--- src/rtl/ramcard_mem_bridge.sv ---
// rtl/ramcard_mem_bridge.sv - language-card RAM bridge: CPU bus cycles to req/ack memory transactions
// Optional RAMCARD_WRBUF_EN: one-deep posted write buffer with a one-entry pending read slot.
module ramcard_mem_bridge #(
    parameter int ADDR_W = 24
) (
    input  logic              clk,
    input  logic              reset_in,
    input  logic              cpu_strobe,
    input  logic              cpu_rnw,
    input  logic [7:0]        cpu_dout,
    input  logic [ADDR_W-1:0] ram_addr,
    input  logic              card_ram_we,
    input  logic              card_ram_rd,
    output logic [7:0]        card_din,
    output logic              data_valid,
    output logic              cpu_wait,
    output logic              mem_req,
    output logic              mem_we,
    output logic [ADDR_W-1:0] mem_addr,
    output logic [7:0]        mem_wdata,
    input  logic              mem_ack,
    input  logic [7:0]        mem_rdata,
    output logic              err_overrun
);

`ifdef RAMCARD_WRBUF_EN
    typedef enum logic [1:0] {S_IDLE, S_RD, S_WR, S_WPOST} state_t;
`else
    typedef enum logic [1:0] {S_IDLE, S_RD, S_WR} state_t;
`endif

    state_t state;

    logic qual_rd;
    logic qual_wr;
    logic qual;
    logic ack;

    assign qual_rd = cpu_strobe & cpu_rnw & card_ram_rd;
    assign qual_wr = cpu_strobe & ~cpu_rnw & card_ram_we;
    assign qual    = qual_rd | qual_wr;
    // An acknowledge only counts while a request is actually on the port.
    assign ack     = mem_req & mem_ack;

`ifdef RAMCARD_WRBUF_EN
    logic              pend_valid;
    logic [ADDR_W-1:0] pend_addr;

    always_comb begin
        cpu_wait = 1'b0;
        case (state)
            S_IDLE:  cpu_wait = pend_valid | qual_rd;
            S_RD:    cpu_wait = 1'b1;
            S_WR:    cpu_wait = 1'b1;
            S_WPOST: cpu_wait = pend_valid | qual;
            default: cpu_wait = 1'b1;
        endcase
    end
`else
    always_comb begin
        cpu_wait = (state != S_IDLE) | qual;
    end
`endif

    always_ff @(posedge clk) begin
        if (reset_in) begin
            state       <= S_IDLE;
            mem_req     <= 1'b0;
            mem_we      <= 1'b0;
            mem_addr    <= '0;
            mem_wdata   <= '0;
            card_din    <= '0;
            data_valid  <= 1'b0;
            err_overrun <= 1'b0;
`ifdef RAMCARD_WRBUF_EN
            pend_valid  <= 1'b0;
            pend_addr   <= '0;
`endif
        end else begin
            data_valid <= 1'b0;
            case (state)
                S_IDLE: begin
`ifdef RAMCARD_WRBUF_EN
                    // A read parked behind a posted write goes out before anything new.
                    if (pend_valid) begin
                        state      <= S_RD;
                        mem_req    <= 1'b1;
                        mem_we     <= 1'b0;
                        mem_addr   <= pend_addr;
                        pend_valid <= 1'b0;
                        if (qual) begin
                            err_overrun <= 1'b1;
                        end
                    end else
`endif
                    if (qual_rd) begin
                        state     <= S_RD;
                        mem_req   <= 1'b1;
                        mem_we    <= 1'b0;
                        mem_addr  <= ram_addr;
                        mem_wdata <= cpu_dout;
                    end else if (qual_wr) begin
`ifdef RAMCARD_WRBUF_EN
                        state     <= S_WPOST;
`else
                        state     <= S_WR;
`endif
                        mem_req   <= 1'b1;
                        mem_we    <= 1'b1;
                        mem_addr  <= ram_addr;
                        mem_wdata <= cpu_dout;
                    end
                end
                S_RD: begin
                    if (qual) begin
                        err_overrun <= 1'b1;
                    end
                    if (ack) begin
                        state      <= S_IDLE;
                        mem_req    <= 1'b0;
                        card_din   <= mem_rdata;
                        data_valid <= 1'b1;
                    end
                end
                S_WR: begin
                    if (qual) begin
                        err_overrun <= 1'b1;
                    end
                    if (ack) begin
                        state   <= S_IDLE;
                        mem_req <= 1'b0;
                    end
                end
`ifdef RAMCARD_WRBUF_EN
                S_WPOST: begin
                    if (qual_rd && !pend_valid) begin
                        pend_valid <= 1'b1;
                        pend_addr  <= ram_addr;
                    end else if (qual) begin
                        err_overrun <= 1'b1;
                    end
                    if (ack) begin
                        state   <= S_IDLE;
                        mem_req <= 1'b0;
                    end
                end
`endif
                default: begin
                    state   <= S_IDLE;
                    mem_req <= 1'b0;
                end
            endcase
        end
    end

endmodule
--- config.mk ---
export PLATFORM = sky130hd
export DESIGN_NAME = ramcard_mem_bridge
export DESIGN_NICKNAME = d
export VERILOG_FILES = /design/src/rtl/ramcard_mem_bridge.sv
export SDC_FILE = /design/constraint.sdc
export NUM_CORES = 1
export LEC_CHECK = 0
export BUFFER_PORTS_ARGS = -buffer_cell sky130_fd_sc_hd__buf_2
export CAP_MARGIN = 20
export CORE_MARGIN = 1.5
export CORE_UTILIZATION = 35
export CTS_CLUSTER_DIAMETER = 60
export DETAILED_ROUTE_END_ITERATION = 10
export PLACE_DENSITY_LB_ADDON = 0.25
export SETUP_SLACK_MARGIN = 0.02
export SLEW_MARGIN = 30
export SYNTH_ARGS = -nofsm -noshare
export SYNTH_HDL_FRONTEND = slang
export SYNTH_SLANG_ARGS = --single-unit
--- constraint.sdc ---
create_clock -name clk -period 1.5 [get_ports clk]
set_input_delay 0.15 -clock clk [delete_from_list [all_inputs] [get_ports clk]]
set_output_delay 0.15 -clock clk [all_outputs]
set_load 0.01 [all_outputs]
==> summary.md, run 1 <==
| Metric | Value |
|---|---|
| Final hold vios | `0` |
| Die area | `0.00598 mm2` |
| Main area contributors after synthesis | `dfxtp_1 48%, a21oi_1 11%, nand3_1 8.8%, o21ai_0 8.0%, clkbuf_8 5.0%` |
| Tcrit/Tclk final | `0.924` |
| Net count after synthesis | `roughly 270` |
| Cell Chain, Critical Path | `inv_2 > ha_4 > a21bo_2 > or2_2 > a31oi_1` |
| TritonCTS clock tree | `built` |
| Max-cap violations | `0` |
| Critical-path maximum fanout | `4` |
| Required @ worst endpoint | `1.71 ns` |
| Hold path start | `mem_rdata[2]` |
| Nets | `354` |
| Vias in the first global route | `1,706` |
| GPL Wtd Cong | `0.803` |
| DRC violation count after routing | `0` |
| Cell area after synthesis | `0.00193 mm2` |
| Fraction of layout cells with a size suffix above 1 | `0.382` |
| Worst slew margin | `0.697` |
| Die Y | `77.3 um` |
| Die X | `77.3 um` |
| Slowest cell delay on critical path | `0.35 ns` |
| Outcome | `finished, final reports clean` |
| EDFF count, synth | `0` |
| Final Hold Slack | `0.0876 ns` |
| Worst-Margin Slew | `0.454 ns` |
| IO Count | `slightly above 90` |
| WL per Instance | `12.8 um` |
| Std-Cell Rows | `26` |
| CP startpoint | `state[1]` |
| Initial Util | `0.372` |
| Synth warnings | `0` |
| Final wirelength | `4810 um` |
| First-pass GRT wire length | `7740 um` |
| Max VDD drop | `0.533 mV` |
| Inst Count DP | `367` |
| Final Cell Area | `0.00250 mm2` |
| Worst path slowest cell | `dfxtp_1` |
| Data arrival, critical path | `approximately 1.6 ns` |
| CTS Sinks | `46` |
| Synth area leader | `dfxtp_1` |
| Largest net degree at the start of global routing | `38` |
| Pleak | `around 0.0011 uW` |
| Setup CP Type | `flip-flop to flip-flop` |
| Post-Syn Instances | `218` |
| Post-synth ARST share | `0` |
| Top cell type's share of synthesized area | `0.476` |
| Worst Setup End Kind | `flip-flop` |
| Worst-skew pair later-pin latency | `0.29 ns` |
| Antenna violations before repair | `0` |
| CP Launch Type | `flip-flop` |
| Minimum clock period | `between 1 and 1.5 ns` |
| GRT Total Usage | `0.161` |
| Worst Hold Class | `input port to flip-flop` |
| Max frequency | `around 700 MHz` |
| Seq/Total Area, Yosys | `0.476` |
| Avg Vias per Cell | `4.94` |
| Worst hold path cell count | `3` |
| Most common cell after layout, fill and taps aside | `buf_2` |
| Post-DP Area | `0.00235 mm2` |
| Total congestion overflow | `0` |
| Setup Fix Bufs, Post-CTS | `0` |
| Skew final | `just under 0.009 ns` |
| Endpoints failing setup | `0` |
| Power per Cell Area | `1070 mW/mm2` |
| I/O Buffers | `91` |
| Antenna cells | `0` |
| CTS max path bufs | `2` |
| Mapped Avg Cell Area | `approximately 8.9 um2` |
| First-pass DRT Iterations | `4` |
| Core ar. | `0.00520 mm2` |
| R2R depth | `5` |
| Area Overhead vs Synth | `29.2%` |
| Root buffer cell | `clkbuf_8` |
| Reg2reg start | `state[1]` |
| Clk slew on worst S/H paths | `around 0.09 ns` |
| Synth cell types | `28` |
| Antenna viol nets, final | `0` |
| Most frequent cells in the layout | `91 x buf_2, 45 x dfxtp_1, 41 x a21oi_1` |
| Final Max Slew Viols | `0` |
| Hpwl dp | `3180 um` |
| CTS buffer count | `5` |
| Number of synthesized register bits | `46` |
| Final Non-Filler Cells | `376` |
| Vias | `between 1,500 and 2,000` |
| RSZ-0062 raised after global routing | `false` |
| Final TNS setup | `0 ns` |
| DRT iter0 DRCs | `96` |
| Htree depth | `2` |
| Prevailing post-synth register cell | `dfxtp_1` |
==> routing by layer <==
| metal | GRT usage | share of wire | vias to the layer above |
|---|---|---|---|
| met5 | 0 | 0 | - |
| met4 | 0.0491 | 0.0044 | 0 |
| met3 | 0.0518 | 0.064 | 2 |
| met2 | 0.257 | 0.45 | 57 |
| met1 | 0.206 | 0.48 | 855 |
| li1 | - | - | 945 |
==> repair_timing <==
| action | 4_1_cts | 5_1_grt |
|---|---|---|
| hold buffers | 0 | 0 |
| hold endpoints to repair | 0 | 0 |
| gates resized for setup | 0 | 4 |
| setup endpoints to repair | 0 | 4 |
==> state kept, by name, indices dropped and copies added, names as in the netlist <==
name,cells
card_din,8
state,2
mem_we,1
err_overrun,1
data_valid,1
mem_req,1
mem_addr,24
mem_wdata,8
==> final cells by class <==
| class | count | area [um2] |
|---|---|---|
| fillers | 538 | 2710 |
| flip-flops and latches | 46 | 922 |
| multi-input cells | 150 | 807 |
| repair buffers | 100 | 566 |
| well taps | 70 | 87.6 |
| clock buffers | 5 | 68.8 |
| clock inverters | 3 | 40.0 |
| inverters | 2 | 7.51 |
==> Yosys cell counts (3+ instances only) <==
cell type and number:
a31oi_1 3, o21ai_0 31, nand3_1 34, buf_6 4, clkbuf_8 7, nand2_1 20, dfxtp_1 46, clkbuf_1 5
a21oi_1 41, buf_8 3
==> metrics by stage <==
step / power (uW) / setup slack (ns) / util
floorplan: 1650 / 0.153 / -
global placement: 1790 / 0.107 / 0.451
detailed placement: 1800 / 0.0745 / 0.451
CTS: 2700 / 0.0559 / 0.472
global route: 2840 / 0.0476 / 0.480
finish: 2680 / 0.114 / 0.480
==> critical path, delay by kind of cell, from the launching register on <==
family                     cells  cell delay, ns
AOI/OAI and AO/OA              2            0.36
and+or+nand+nor                1            0.27
buffers and inverters          1            0.06
adders and majority gates      1            0.27
DFF                            1            0.35
==> worst paths after layout <==
kind	to	slack, ns
hold reg to reg	card_din[6]	0.45
setup / recovery	state[0]	0.11
hold / removal	card_din[2]	0.09
setup reg to reg	state[0]	0.11
==> cells by family after synthesis <==
group                      share of synthesized area
AOI/OAI and AO/OA                              0.223
buffers and inverters                          0.114
adders and majority gates                     0.0129
and+or+nand+nor                                0.159
DFF                                            0.476
muxes                                         0.0149
==> power by group <==
group / internal [uW] / total (uW) / switching [uW]
registers: 1280 / 1310 / 29.9
clock network: 490 / 887 / 397
logic: 211 / 479 / 267
(Power assumes the default switching activity.)
==> inputs of run 2 (changes only) <==
--- a/config.mk
+++ b/config.mk
@@ -11,6 +11,7 @@
 export CORE_UTILIZATION = 35
 export CTS_CLUSTER_DIAMETER = 60
 export DETAILED_ROUTE_END_ITERATION = 10
+export GPL_TIMING_DRIVEN = 0
 export PLACE_DENSITY_LB_ADDON = 0.25
 export SETUP_SLACK_MARGIN = 0.02
 export SLEW_MARGIN = 30
==> constraint.sdc (replaced) <==
create_clock -name clk -period 1.5 [get_ports clk]
set_input_delay 0.15 -clock clk [delete_from_list [all_inputs] [get_ports clk]]
set_output_delay 0.15 -clock clk [all_outputs]
set_load 0.02 [all_outputs]
==> run 2 against run 1 <==
Net effect:
- final cell count is 2.7% higher
- global-route usage decreased by 0.066 points
- largest cell class unchanged
- register-to-register slack hardly changed
==> summary.md, run 2 (same netlist as run 1, synthesis figures left out) <==
| Metric | Value |
|---|---|
| CTS max path bufs | `2 (unchanged)` |
| I/O Buffers | `90 (-1.1%)` |
| Worst path slowest cell | `dfxtp_2` |
| P_int | `1900 uW (-4.2%)` |
| Largest net degree at the start of global routing | `14 (-63%)` |
| Die area | `0.00598 mm2 (unchanged)` |
| Placement Setup Slack | `-0.0915 ns (-0.166 ns)` |
| Die Y | `77.3 um (unchanged)` |
| Inst Count DP | `378 (+3.0%)` |
| Final wirelength | `4920 um (+2.1%)` |
| Worst Hold Class | `input port to flip-flop` |
| Data arrival, critical path | `1.61 ns (about the same)` |
| Core ar. | `0.00520 mm2 (unchanged)` |
| First-pass GRT wire length | `7730 um (about the same)` |
| Std-Cell Rows | `26 (unchanged)` |
| Combinational share of power | `0.214 (+0.035)` |
| Worst slew margin | `0.685 (-0.0118)` |
| Max-cap violations | `0 (unchanged)` |
| Met3 WL | `256 um (-17%)` |
| Skew final | `0.00687 ns (-0.00206 ns)` |
| Most frequent cells in the layout | `92 x buf_2, 44 x dfxtp_1, 41 x a21oi_1` |
| Sequential share of power | `0.497 (+0.007)` |
| DRC violation count after routing | `0 (unchanged)` |
| Outcome | `finished, final reports clean` |
| Clock power share | `0.289 (-0.042)` |
| Antenna viol nets, final | `0 (unchanged)` |
| Slowest cell delay on critical path | `0.36 ns (about the same)` |
| Tot Pwr | `2650 uW (-1.2%)` |
| Max frequency | `715 MHz (-0.96%)` |
| Antenna cells | `0 (unchanged)` |
| Clk slew on worst S/H paths | `0.08 ns (about the same)` |
| Top flop regs | `mem_addr (24), card_din (8), mem_wdata (8)` |
| Most common cell after layout, fill and taps aside | `buf_2` |
| CTS buffer count | `5 (unchanged)` |
| Avg Vias per Cell | `4.94 (about the same)` |
| Worst Setup End Kind | `flip-flop` |
| Most flop-heavy register | `mem_addr` |
| Power per Cell Area | `1020 mW/mm2 (-4.8%)` |
| Area Overhead vs Synth | `34.0%` |
| Htree depth | `2 (unchanged)` |
| CP Launch Type | `flip-flop` |
| WL per Instance | `12.7 um (-0.51%)` |
| Vias in the first global route | `1,696 (-0.59%)` |
| Final TNS setup | `0 ns (unchanged)` |
| Nets | `364 (+2.8%)` |
| Pleak | `0.00115 uW (+4.3%)` |
| CTS Sinks | `46 (unchanged)` |
| TritonCTS clock tree | `built` |
| DRT iter0 DRCs | `90 (-6.3%)` |
| Setup CP Type | `flip-flop to flip-flop` |
| Vias | `1,907 (+2.6%)` |
| Sw power | `745 uW (+7.4%)` |
| Endpoints failing setup | `0 (unchanged)` |
| Fraction of layout cells with a size suffix above 1 | `0.399 (+0.0164)` |
| Root buffer cell | `clkbuf_8` |
| Cell Chain, Critical Path | `inv_2 > ha_4 > a21bo_4 > or2_2 > a31oi_1` |
| Final Max Slew Viols | `0 (unchanged)` |
| RSZ-0062 raised after global routing | `false` |
| Minimum clock period | `1.40 ns (+0.0134 ns)` |
| Final worst slack | `0.101 ns (-0.0134 ns)` |
| Met2 WL | `2310 um (+5.4%)` |
| First-pass DRT Iterations | `4 (unchanged)` |
| Finished Core Util | `0.498 (+0.0180)` |
| Hpwl dp | `3510 um (+10%)` |
| Max VDD drop | `0.397 mV (-26%)` |
| Top Layer Used | `met4` |
| Required @ worst endpoint | `1.72 ns (about the same)` |
| Critical-path maximum fanout | `4 (unchanged)` |
| Total congestion overflow | `0 (unchanged)` |
| Die X | `77.3 um (unchanged)` |
| Tcrit/Tclk final | `0.933 (+0.00894)` |
| Metal-1 WL | `2290 um (-0.39%)` |
| Antenna violations before repair | `0 (unchanged)` |
| Max reg flops | `24 (unchanged)` |
| Switching share of power | `0.282 (+0.0224)` |
| IO Count | `92 (unchanged)` |
| Post-CTS Hold Buffers | `0 (unchanged)` |
| Initial Util | `0.372 (unchanged)` |
| Worst-skew pair later-pin latency | `0.29 ns (about the same)` |
| Worst-Margin Slew | `0.472 ns (+0.0178 ns)` |
| Final hold vios | `0 (unchanged)` |
| Worst hold path cell count | `2 (-1)` |
| Final Non-Filler Cells | `386 (+2.7%)` |
| GRT Total Usage | `0.160 (-0.000657)` |
| R2R depth | `5 (unchanged)` |
| GPL Wtd Cong | `0.787 (-2.0%)` |
==> run 2: changes by cell type in the layout (fill, tap and decap cells not counted), sizes merged <==
cell	previous run	this run
buf	99	101
bufinv	1	0
clkbuf	6	16
clkinv	2	1
==> run 2: repair_timing <==
action,CTS,global route
setup buffers,0,1
resized for setup,4,9
pin swaps,0,2
endpoints found under the setup margin,30,38
==> run 2: worst max-delay path, delay by kind of cell (launching register included) <==
kind / cells / cell delay (ns)
adder cells (fa/ha/maj): 1 / 0.27
flip-flops: 1 / 0.36
AO/OA/AOI/OAI: 2 / 0.38
buffers and inverters: 1 / 0.05
AND/OR/NAND/NOR: 1 / 0.26
==> run 2: stage by stage <==
step | hold slack [ns] | area, um2
final | 0.0815 | 2590
after global routing | 0.0792 | 2590
after CTS | 0.0793 | 2570
after detailed placement | 0.395 | 2470
after global placement | 0.392 | 2470
after floorplan | 0.257 | 1930
==> run 2: layout make-up <==
| type | instances | area [um2] |
|---|---|---|
| inverter | 2 | 7.51 |
| tap | 70 | 87.6 |
| fill | 517 | 2610 |
| multi-input combinational | 150 | 812 |
| clock inverter | 1 | 5.00 |
| buffer | 19 | 213 |
| timing repair buffer | 91 | 458 |
| clock buffer | 7 | 86.3 |
| sequential | 46 | 923 |
==> run 2: worst paths after layout <==
check,from,endpoint,slack [ns]
max,state[0],state[0],0.10
min,reset_in,state[1],0.08
max reg2reg,state[0],state[0],0.10
min reg2reg,card_din[6],card_din[6],0.45
==> run 2: power by group through the flow <==
stage / registers, uW / clock network [uW] / logic [uW]
2_1_floorplan: 1410 / 0 / 281
3_3_place_gp: 1340 / 0 / 546
3_5_place_dp: 1340 / 0 / 548
4_1_cts: 1310 / 800 / 553
5_1_grt: 1320 / 854 / 620
6_report: 1310 / 766 / 566
==> run 2: layer usage <==
metal / vias to the layer above / GRT usage
met2: 58 / 0.265
met1: 876 / 0.201
li1: 966 / -
met4: 0 / 0.0691
met3: 7 / 0.0318
met5: - / 0
